==> src/rtl/reg_port_arbiter_pkg.sv <==
// Shared definitions for the register-file command-port arbiter.
//   NREQ : number of requesters (fixed at 2)
//   AW   : register address width
//   DW   : register data width
//   tag_t: in-flight read tag {valid, requester id}
package reg_port_arbiter_pkg;

    localparam int unsigned NREQ = 2;
    localparam int unsigned AW   = 5;
    localparam int unsigned DW   = 32;

    typedef struct packed {
        logic v;
        logic id;
    } tag_t;

endpackage

==> src/rtl/reg_port_arbiter_rr_arb2.sv <==
// Combinational 2-way round-robin arbiter with ownership lock.
//   i_req    : request per requester
//   i_lock   : requester wants to keep ownership after this grant
//   i_prio   : requester favoured when both request while unlocked
//   i_locked : a lock is active
//   i_owner  : current lock owner
//   o_gnt    : one-hot grant (zero when nothing is granted)
//   o_winner : index of the granted requester (meaningful only when o_gnt != 0)
//   o_hold   : the granted requester is asking to keep the lock
module reg_port_arbiter_rr_arb2 (
    input  logic [1:0] i_req,
    input  logic [1:0] i_lock,
    input  logic       i_prio,
    input  logic       i_locked,
    input  logic       i_owner,
    output logic [1:0] o_gnt,
    output logic       o_winner,
    output logic       o_hold
);

    logic w_win;
    logic w_valid;

    always_comb begin
        w_win   = 1'b0;
        w_valid = 1'b0;
        if (i_locked) begin
            // Only the owner may win; the other request is ignored.
            w_win   = i_owner;
            w_valid = i_req[i_owner];
        end else begin
            w_valid = |i_req;
            case (i_req)
                2'b10:   w_win = 1'b1;
                2'b11:   w_win = i_prio;
                default: w_win = 1'b0;
            endcase
        end
    end

    assign o_winner = w_win;
    assign o_gnt    = w_valid ? (w_win ? 2'b10 : 2'b01) : 2'b00;
    assign o_hold   = w_valid & i_lock[w_win];

endmodule

==> src/rtl/reg_port_arbiter.sv <==
// Two-requester arbiter/sequencer for the register-file command port.
// Grants one command per cycle, registers it onto the rf_* port, and tags it
// so the read data returned two cycles later is flagged to its requester.
//   i_clk, i_rst            : clock, asynchronous active-high reset
//   i_req/i_lock/i_we       : per-requester request, lock, write enable
//   i_rs*/i_rt*/i_rd*       : per-requester read A / read B / write addresses
//   i_wdata*                : per-requester write data
//   o_gnt                   : one-hot grant, same cycle as the request
//   o_rvalid                : read data valid for that requester
//   o_rdata_a/o_rdata_b     : shared read data (pass-through of i_rf_a/i_rf_b)
//   o_rf_*                  : registered register-file command port
//   i_rf_a/i_rf_b           : register-file registered read outputs
module reg_port_arbiter
    import reg_port_arbiter_pkg::*;
(
    input  logic            i_clk,
    input  logic            i_rst,
    input  logic [NREQ-1:0] i_req,
    input  logic [NREQ-1:0] i_lock,
    input  logic [NREQ-1:0] i_we,
    input  logic [AW-1:0]   i_rs0,
    input  logic [AW-1:0]   i_rs1,
    input  logic [AW-1:0]   i_rt0,
    input  logic [AW-1:0]   i_rt1,
    input  logic [AW-1:0]   i_rd0,
    input  logic [AW-1:0]   i_rd1,
    input  logic [DW-1:0]   i_wdata0,
    input  logic [DW-1:0]   i_wdata1,
    output logic [NREQ-1:0] o_gnt,
    output logic [NREQ-1:0] o_rvalid,
    output logic [DW-1:0]   o_rdata_a,
    output logic [DW-1:0]   o_rdata_b,
    output logic            o_rf_reg_write,
    output logic [AW-1:0]   o_rf_rs,
    output logic [AW-1:0]   o_rf_rt,
    output logic [AW-1:0]   o_rf_rd,
    output logic [DW-1:0]   o_rf_write_data,
    input  logic [DW-1:0]   i_rf_a,
    input  logic [DW-1:0]   i_rf_b
);

    logic          r_prio;
    logic          r_locked;
    logic          r_owner;
    tag_t          r_tag1;
    tag_t          r_tag2;
    logic          r_rf_reg_write;
    logic [AW-1:0] r_rf_rs;
    logic [AW-1:0] r_rf_rt;
    logic [AW-1:0] r_rf_rd;
    logic [DW-1:0] r_rf_write_data;

    logic [1:0] w_gnt;
    logic       w_winner;
    logic       w_hold;
    logic       w_gnt_any;
    logic       w_prio_d;
    logic       w_locked_d;
    logic       w_owner_d;

    reg_port_arbiter_rr_arb2 u_arb (
        .i_req    (i_req),
        .i_lock   (i_lock),
        .i_prio   (r_prio),
        .i_locked (r_locked),
        .i_owner  (r_owner),
        .o_gnt    (w_gnt),
        .o_winner (w_winner),
        .o_hold   (w_hold)
    );

    assign w_gnt_any = |w_gnt;

    always_comb begin
        w_prio_d   = r_prio;
        w_locked_d = r_locked;
        w_owner_d  = r_owner;
        if (r_locked) begin
            // Release when the owner stops requesting or takes a grant
            // without lock; the non-owner then has priority.
            if (!i_req[r_owner] || (w_gnt_any && !w_hold)) begin
                w_locked_d = 1'b0;
                w_prio_d   = ~r_owner;
            end
        end else if (w_gnt_any) begin
            w_prio_d = ~w_winner;
            if (w_hold) begin
                w_locked_d = 1'b1;
                w_owner_d  = w_winner;
            end
        end
    end

    always_ff @(posedge i_clk or posedge i_rst) begin
        if (i_rst) begin
            r_prio          <= 1'b0;
            r_locked        <= 1'b0;
            r_owner         <= 1'b0;
            r_tag1          <= '0;
            r_tag2          <= '0;
            r_rf_reg_write  <= 1'b0;
            r_rf_rs         <= '0;
            r_rf_rt         <= '0;
            r_rf_rd         <= '0;
            r_rf_write_data <= '0;
        end else begin
            r_prio         <= w_prio_d;
            r_locked       <= w_locked_d;
            r_owner        <= w_owner_d;
            r_rf_reg_write <= w_gnt_any & i_we[w_winner];
            if (w_gnt_any) begin
                r_rf_rs         <= w_winner ? i_rs1 : i_rs0;
                r_rf_rt         <= w_winner ? i_rt1 : i_rt0;
                r_rf_rd         <= w_winner ? i_rd1 : i_rd0;
                r_rf_write_data <= w_winner ? i_wdata1 : i_wdata0;
            end
            r_tag1 <= '{v: w_gnt_any, id: w_winner};
            r_tag2 <= r_tag1;
        end
    end

    // Grant is combinational; hold it low while reset is asserted.
    assign o_gnt           = i_rst ? 2'b00 : w_gnt;
    assign o_rvalid        = r_tag2.v ? (r_tag2.id ? 2'b10 : 2'b01) : 2'b00;
    assign o_rdata_a       = i_rf_a;
    assign o_rdata_b       = i_rf_b;
    assign o_rf_reg_write  = r_rf_reg_write;
    assign o_rf_rs         = r_rf_rs;
    assign o_rf_rt         = r_rf_rt;
    assign o_rf_rd         = r_rf_rd;
    assign o_rf_write_data = r_rf_write_data;

endmodule

==> config.mk <==
export PLATFORM = sky130hd
export DESIGN_NAME = reg_port_arbiter
export DESIGN_NICKNAME = d
export VERILOG_FILES = /design/src/rtl/reg_port_arbiter_pkg.sv /design/src/rtl/reg_port_arbiter_rr_arb2.sv /design/src/rtl/reg_port_arbiter.sv
export SDC_FILE = /design/constraint.sdc
export NUM_CORES = 1
export LEC_CHECK = 0
export ABC_AREA = 1
export CORE_MARGIN = 10
export CORE_UTILIZATION = 33
export DETAILED_ROUTE_END_ITERATION = 8
export PLACE_DENSITY = 0.84
export SLEW_MARGIN = 20
export SYNTH_ARGS = -nofsm -noshare
export SYNTH_HDL_FRONTEND = slang
export SYNTH_SLANG_ARGS = --single-unit
==> constraint.sdc <==
create_clock -name i_clk -period 2.05 [get_ports i_clk]
set_input_delay 0.41 -clock i_clk [delete_from_list [all_inputs] [get_ports i_clk]]
set_output_delay 0.41 -clock i_clk [all_outputs]
set_load 0.02 [all_outputs]
# --- After elaboration in Yosys (flattened, before gate mapping) ---
# Index checks and enable logic that the tools add are counted.
word_totals:
  register_bits: 55
  inputBits: 166
  output_inout_bits: 116
  wordCells: 56
op_classes:
  n_lt_le_gt_ge: 2
  eq_ne: 3
  n_mux: 25
  bitwise_logic: 5
  reduce_logical: 9
op_table:
  columns: ["cell", "n"]
  rows:
  - ["$mux W32", 1]
  - ["$mux W1", 15]
  - ["$mux W5", 3]
  - ["$mux W2", 5]
  - ["$eq A2 B2 Y1 const B", 2]
  - ["$lt A1 B2 Y1 const B", 2]
  - ["$reduce_or A2 Y1", 2]
  - ["$not A1 Y1", 3]
  - ["$reduce_and A3 Y1", 1]
  - ["$and A1 B1 Y1", 2]
  - ["$logic_not A1 Y1", 2]
  - ["$ne A2 B1 Y1 const B", 1]
  - ["$pmux W1 S2", 1]
  - ["$reduce_and A2 Y1", 1]
  - ["$reduce_bool A2 Y1", 1]
  - ["$logic_and A1 B1 Y1", 1]
  - ["$logic_or A1 B1 Y1", 1]

# --- Longest topological paths before layout ---
depth:
  word_depth: 11
  ltp_mapped: 11
  mapped_depth_nobuf: 11

# --- By module ---
# A second synthesis with hierarchy kept.
hier_totals:
  cells_unflattened: 384
  hier_area_um2: 3144.3
by_module_without_submodules:
  columns: ["mod", "instances", "cells_per_inst", "area_per_inst_um2", "seq_area_each_um2"]
  rows:
  - ["reg_port_arbiter", 1, 364, 3046.7, 1376.3]
  - ["reg_port_arbiter_rr_arb2", 1, 20, 97.6, 0.0]

# --- Worst setup path before layout ---
# No wires, ideal clock.
synth_timing:
  kind: "input-to-output"
  start: "input i_req[1]"
  end: "output o_gnt[1]"
  arrival_time_ps: 1392
  t_required_ps: 1640
  path_slack_ps: 248
  cell_stages: 7
  path_buffers: 1
  path_cell_list: "inv_1 > nor2_2 > nand2_2 > nand2_4 > inv_2 > buf_4 > nor3_1"
synth_via:
  elab_chain_len: 6
  word_cells_on_any_way: 11
  classes_between: "eq/ne: 2; mux: 8; reduce/logical: 1"
synth_lines:
  columns: ["item", "line", "text"]
  rows:
  - ["start: declaration", "reg_port_arbiter.sv:18", "input logic [NREQ-1:0] i_req,"]
  - ["$eq A2 B2 Y1", "reg_port_arbiter_rr_arb2.sv:33", "case (i_req)"]
  - ["$pmux W1 S2", "reg_port_arbiter_rr_arb2.sv:33", null]
  - ["$mux W1", "reg_port_arbiter_rr_arb2.sv:27", "if (i_locked) begin"]
  - ["$mux W2", "reg_port_arbiter_rr_arb2.sv:42", "assign o_gnt = w_valid ? (w_win ? 2'b10 : 2'b01) : 2'b00;"]
  - ["$mux W2 *", "reg_port_arbiter_rr_arb2.sv:42", null]
  - ["$mux W2 *", "reg_port_arbiter.sv:123", "assign o_gnt = i_rst ? 2'b00 : w_gnt;"]
  - ["end: declaration", "reg_port_arbiter.sv:29", "output logic [NREQ-1:0] o_gnt,"]
# Every way passes the cells marked *; elsewhere a longest branch is shown, timed or not. The select of a mux whose other input is x is not followed.

# --- Worst setup path after layout ---
layout_timing:
  start: "register r_locked"
  end: "output o_gnt[1]"
layout_via:
  elab_chain_len: 4
  word_cells_on_any_way: 5
  classes_between: "mux: 5"
layout_lines:
  columns: ["item", "line", "text"]
  rows:
  - ["start: declaration", "reg_port_arbiter.sv:43", "logic r_locked;"]
  - ["start signal: assignment", "reg_port_arbiter.sv:108", "r_locked <= w_locked_d;"]
  - ["$mux W1", "reg_port_arbiter_rr_arb2.sv:27", null]
  - ["$mux W2", "reg_port_arbiter_rr_arb2.sv:42", null]
  - ["$mux W2 *", "reg_port_arbiter_rr_arb2.sv:42", null]
  - ["$mux W2 *", "reg_port_arbiter.sv:123", null]
# Every way passes the cells marked *; elsewhere a longest branch is shown, timed or not.

==> results summary <==
The floorplan step defined a die boundary enclosing 0.0150 sq mm. The flow ran to the end, and the final reports show no timing, DRC or antenna violations. The final critical path time including I/O delays and setup is 1.90 ns. The starting density of the core came out at 33.6%. The post-placement worst setup slack came out at -0.517 ns.

The initial antenna violation count is 0. In this run the worst hold path is classified as input port to async pin. The number of placed cells counting well taps is 583. In the global route stage, met2 resource usage came out at 22.4%. The count of maximum capacitance violations came out at 0. The total vias in the final route came out at 2923. The maximum number of pins on one net before global-route repair is 54.

Based on the critical path, the design can be clocked at up to 527 MHz. The global route total overflow is 0. The height of the die came out at 122 um. The final critical path takes up 92.7% of the cycle. The synthesized instance count is 371.

The transition time at the pin with the least slew margin came out at 0.580 ns. Dividing the detail-routed via count by the number of cells gives 4.95. The count of different cell masters after synthesis is 22. The endpoint required time on the critical path came out at 1.64 ns.

The H-tree level count is 2. The buffer depth of the longest clock path came out at 2. The post-layout instance count excluding filler cells came out at 590. The CTS tree is built. The area of the placeable core is 0.0103 sq mm. The critical path ends at o_gnt[1]. The maximum clock skew at final layout is 0.00740 ns. The total negative slack for setup checks came out at 0 ns. The x dimension of the die came out at 122 um. The detailed-router iteration count before antenna repair is 4. The number of port buffers came out at 153.

Setup violations remaining at the end of the flow were counted as 0. The estimated wirelength of the detail-placed design came out at 7.58 mm. In this run the most used layer during global routing was met2. The worst register-to-register path ends at r_prio$_DFFE_PP0P_. STA puts the critical path data arrival time at 1.49 ns. The I/O pin count came out at 282. The peak fanout along the critical path is 4. At the later pin of the worst-skew pair, clock insertion delay measures 0.31 ns. The net count of the finished layout is 620.

The static leakage power is 0.00203 uW. The count of final max-slew check failures was 0. The maximum vdd ir drop came out at 997 uV.

The origin of the critical flop-to-flop path is r_locked$_DFF_PP0_. The number of hold buffers added after cts came out at 0. STA classifies the critical path endpoint as a primary output. The post-route worst setup slack is 0.151 ns. The remaining antenna violation count after routing came out at 0. The repair_antennas step left the layout with diodes totalling 0. At the end of routability-driven placement, the weighted congestion stood at 0.741. The number of clock buffers added by TritonCTS is 5. The root buffer cell is sky130_fd_sc_hd__clkbuf_8.

For flop-to-flop paths, the worst setup slack is 0.18 ns. The total power density per cell area is 1330 mW/mm^2. The synthesized netlist net count is 537.

Counting cells, the worst reg-to-reg path comes to 11. The post-synthesis area per instance came out at 9.30 sq um. The first-pass GRT wire length came out at 16.5 mm. The final wirelength came out at 10.3 mm. Setup repair after global routing left no endpoint under its margin.

The number of warnings reported in the yosys synthesis log is 0. The library cell occupying the most area in the post-synthesis netlist is sky130_fd_sc_hd__dfrtp_1. Of the synthesized area, sequential elements account for 39.9%. The fraction of post-synthesis cell area in the top cell type by area is 39.9%. The met1 track demand over resource in global routing is 14.4%.

The fraction of layout instances using a drive strength above 1 is 20.0%. The layout-stage area growth over the synthesis result is 35.2%. The met3 track demand over resource came out at 6.70%. The DRC violation count after routing is 0. The overall routing resource usage came out at 13.6%. The final total power is 6230 uW. In the post-synthesis netlist, the biggest area contributors are sky130_fd_sc_hd__dfrtp_1 40%, sky130_fd_sc_hd__nand3_2 17%, sky130_fd_sc_hd__buf_4 14%, sky130_fd_sc_hd__nand3_1 12%, sky130_fd_sc_hd__nand2_1 6.5%.

The number of core rows came out at 37. The number of DRC markers in iteration 0 is 122. The detailed-route wire length per cell is 17.5 um. The most critical setup path has its startpoint at r_locked$_DFF_PP0_. The hold violation total from the final report is 0. The type of the worst setup path is flop to primary output. In this run the tightest slew margin relative to its limit is 61.3%. The number of global-route vias before repair came out at 3194. The worst setup path is launched from a flop. The tree built by TritonCTS fans out to 55 sinks. The clock slew at the register clock pins of the worst setup and hold paths is 0.09 ns.

The netlist area before placement is 0.00345 sq mm. The register bit total from synthesis came out at 55.
==> synthesized netlist by cell type, drive strengths merged <==
library cell  instances
nand3               144
buf                  89
nand2                64
dfrtp                55
inv                  10
a21oi                 2
nor2                  2
nor3                  2
o21ai                 2
o21a                  1
==> cells by family (layout without fill, tap and decap cells) <==
kind of cell    count (synthesis)  count (layout)  share of synthesized area (%)
simple gates                  212             212                           37.7
buf+inv                        99             182                           21.2
flops                          55              55                           39.9
compound gates                  5               5                           1.23
==> cells in the final DEF (no fill, tap or decap), types with 2 or more instances in the layout <==
cell type,netlist,routed
sky130_fd_sc_hd__clkbuf_8,0,6
sky130_fd_sc_hd__nand2_2,2,2
sky130_fd_sc_hd__buf_4,65,8
sky130_fd_sc_hd__clkdlybuf4s50_1,0,149
sky130_fd_sc_hd__nor3_1,2,2
sky130_fd_sc_hd__inv_1,7,6
sky130_fd_sc_hd__buf_6,0,4
sky130_fd_sc_hd__nand2_1,60,60
sky130_fd_sc_hd__nand3_2,58,58
sky130_fd_sc_hd__dfrtp_1,55,55
sky130_fd_sc_hd__nand3_1,86,86
sky130_fd_sc_hd__inv_2,2,3
==> metal layers <==
layer | vias to the layer above | wire length [um]
li1 | 1333 | -
met1 | 1399 | 3800
met2 | 152 | 4990
met3 | 39 | 1210
met4 | 0 | 298
met5 | - | 0
==> power by group <==
part / switching (uW) / internal, uW
clock network: 352 / 266
registers: 288 / 1610
logic: 2110 / 1600
==> stage by stage <==
stage,hold WS (ns),instance area (sq um),util [%]
detailed placement,0.342,4560,44.4
global placement,0.333,4560,44.4
global route,0.336,4670,45.4
CTS,0.325,4660,45.3
finish,0.336,4670,45.4
floorplan,0.331,3450,-
==> flip-flops by register name (all words and copies together), names as in the netlist <==
register,flops
o_rf_reg_write,1
o_rf_rt,5
o_rf_write_data,32
r_prio,1
r_tag2,2
o_rf_rd,5
r_tag1,2
r_owner,1
r_locked,1
o_rf_rs,5
==> worst min path at each step <==
stage,end,cells past startpoint,from
floorplan,r_tag2[0]$_DFF_PP0_,0,r_tag1[0]$_DFF_PP0_
global placement,r_tag2[0]$_DFF_PP0_,0,r_tag1[0]$_DFF_PP0_
detailed placement,r_tag2[0]$_DFF_PP0_,0,r_tag1[0]$_DFF_PP0_
CTS,o_rf_write_data[31]$_DFFE_PP0P_,2,i_rst
global route,o_rf_rd[0]$_DFFE_PP0P_,2,i_rst
finish,o_rf_write_data[31]$_DFFE_PP0P_,2,i_rst
==> timing repair <==
action	4_1_cts	5_1_grt
setup buffers	0	0
setup endpoints to repair	35	36
pin swaps	1	0
gates resized for setup	15	3
==> critical path: stages, from the launching register on <==
cell	delay, ns
sky130_fd_sc_hd__dfrtp_1	0.44
sky130_fd_sc_hd__nor2_2	0.15
sky130_fd_sc_hd__nand2_2	0.09
sky130_fd_sc_hd__nand2_4	0.09
sky130_fd_sc_hd__inv_2	0.04
sky130_fd_sc_hd__nor3_1	0.18
sky130_fd_sc_hd__buf_4	0.18
==> layout make-up <==
type,count,area (sq um)
Inverter,10,40.0
Clock inverter,1,5.00
Multi-Input combinational cell,217,1350
Tap cell,136,170
Clock buffer,6,82.6
Fill cell,997,5610
Timing Repair Buffer,165,1640
Sequential cell,55,1380
No activity file was read; power rests on OpenSTA's default activity.
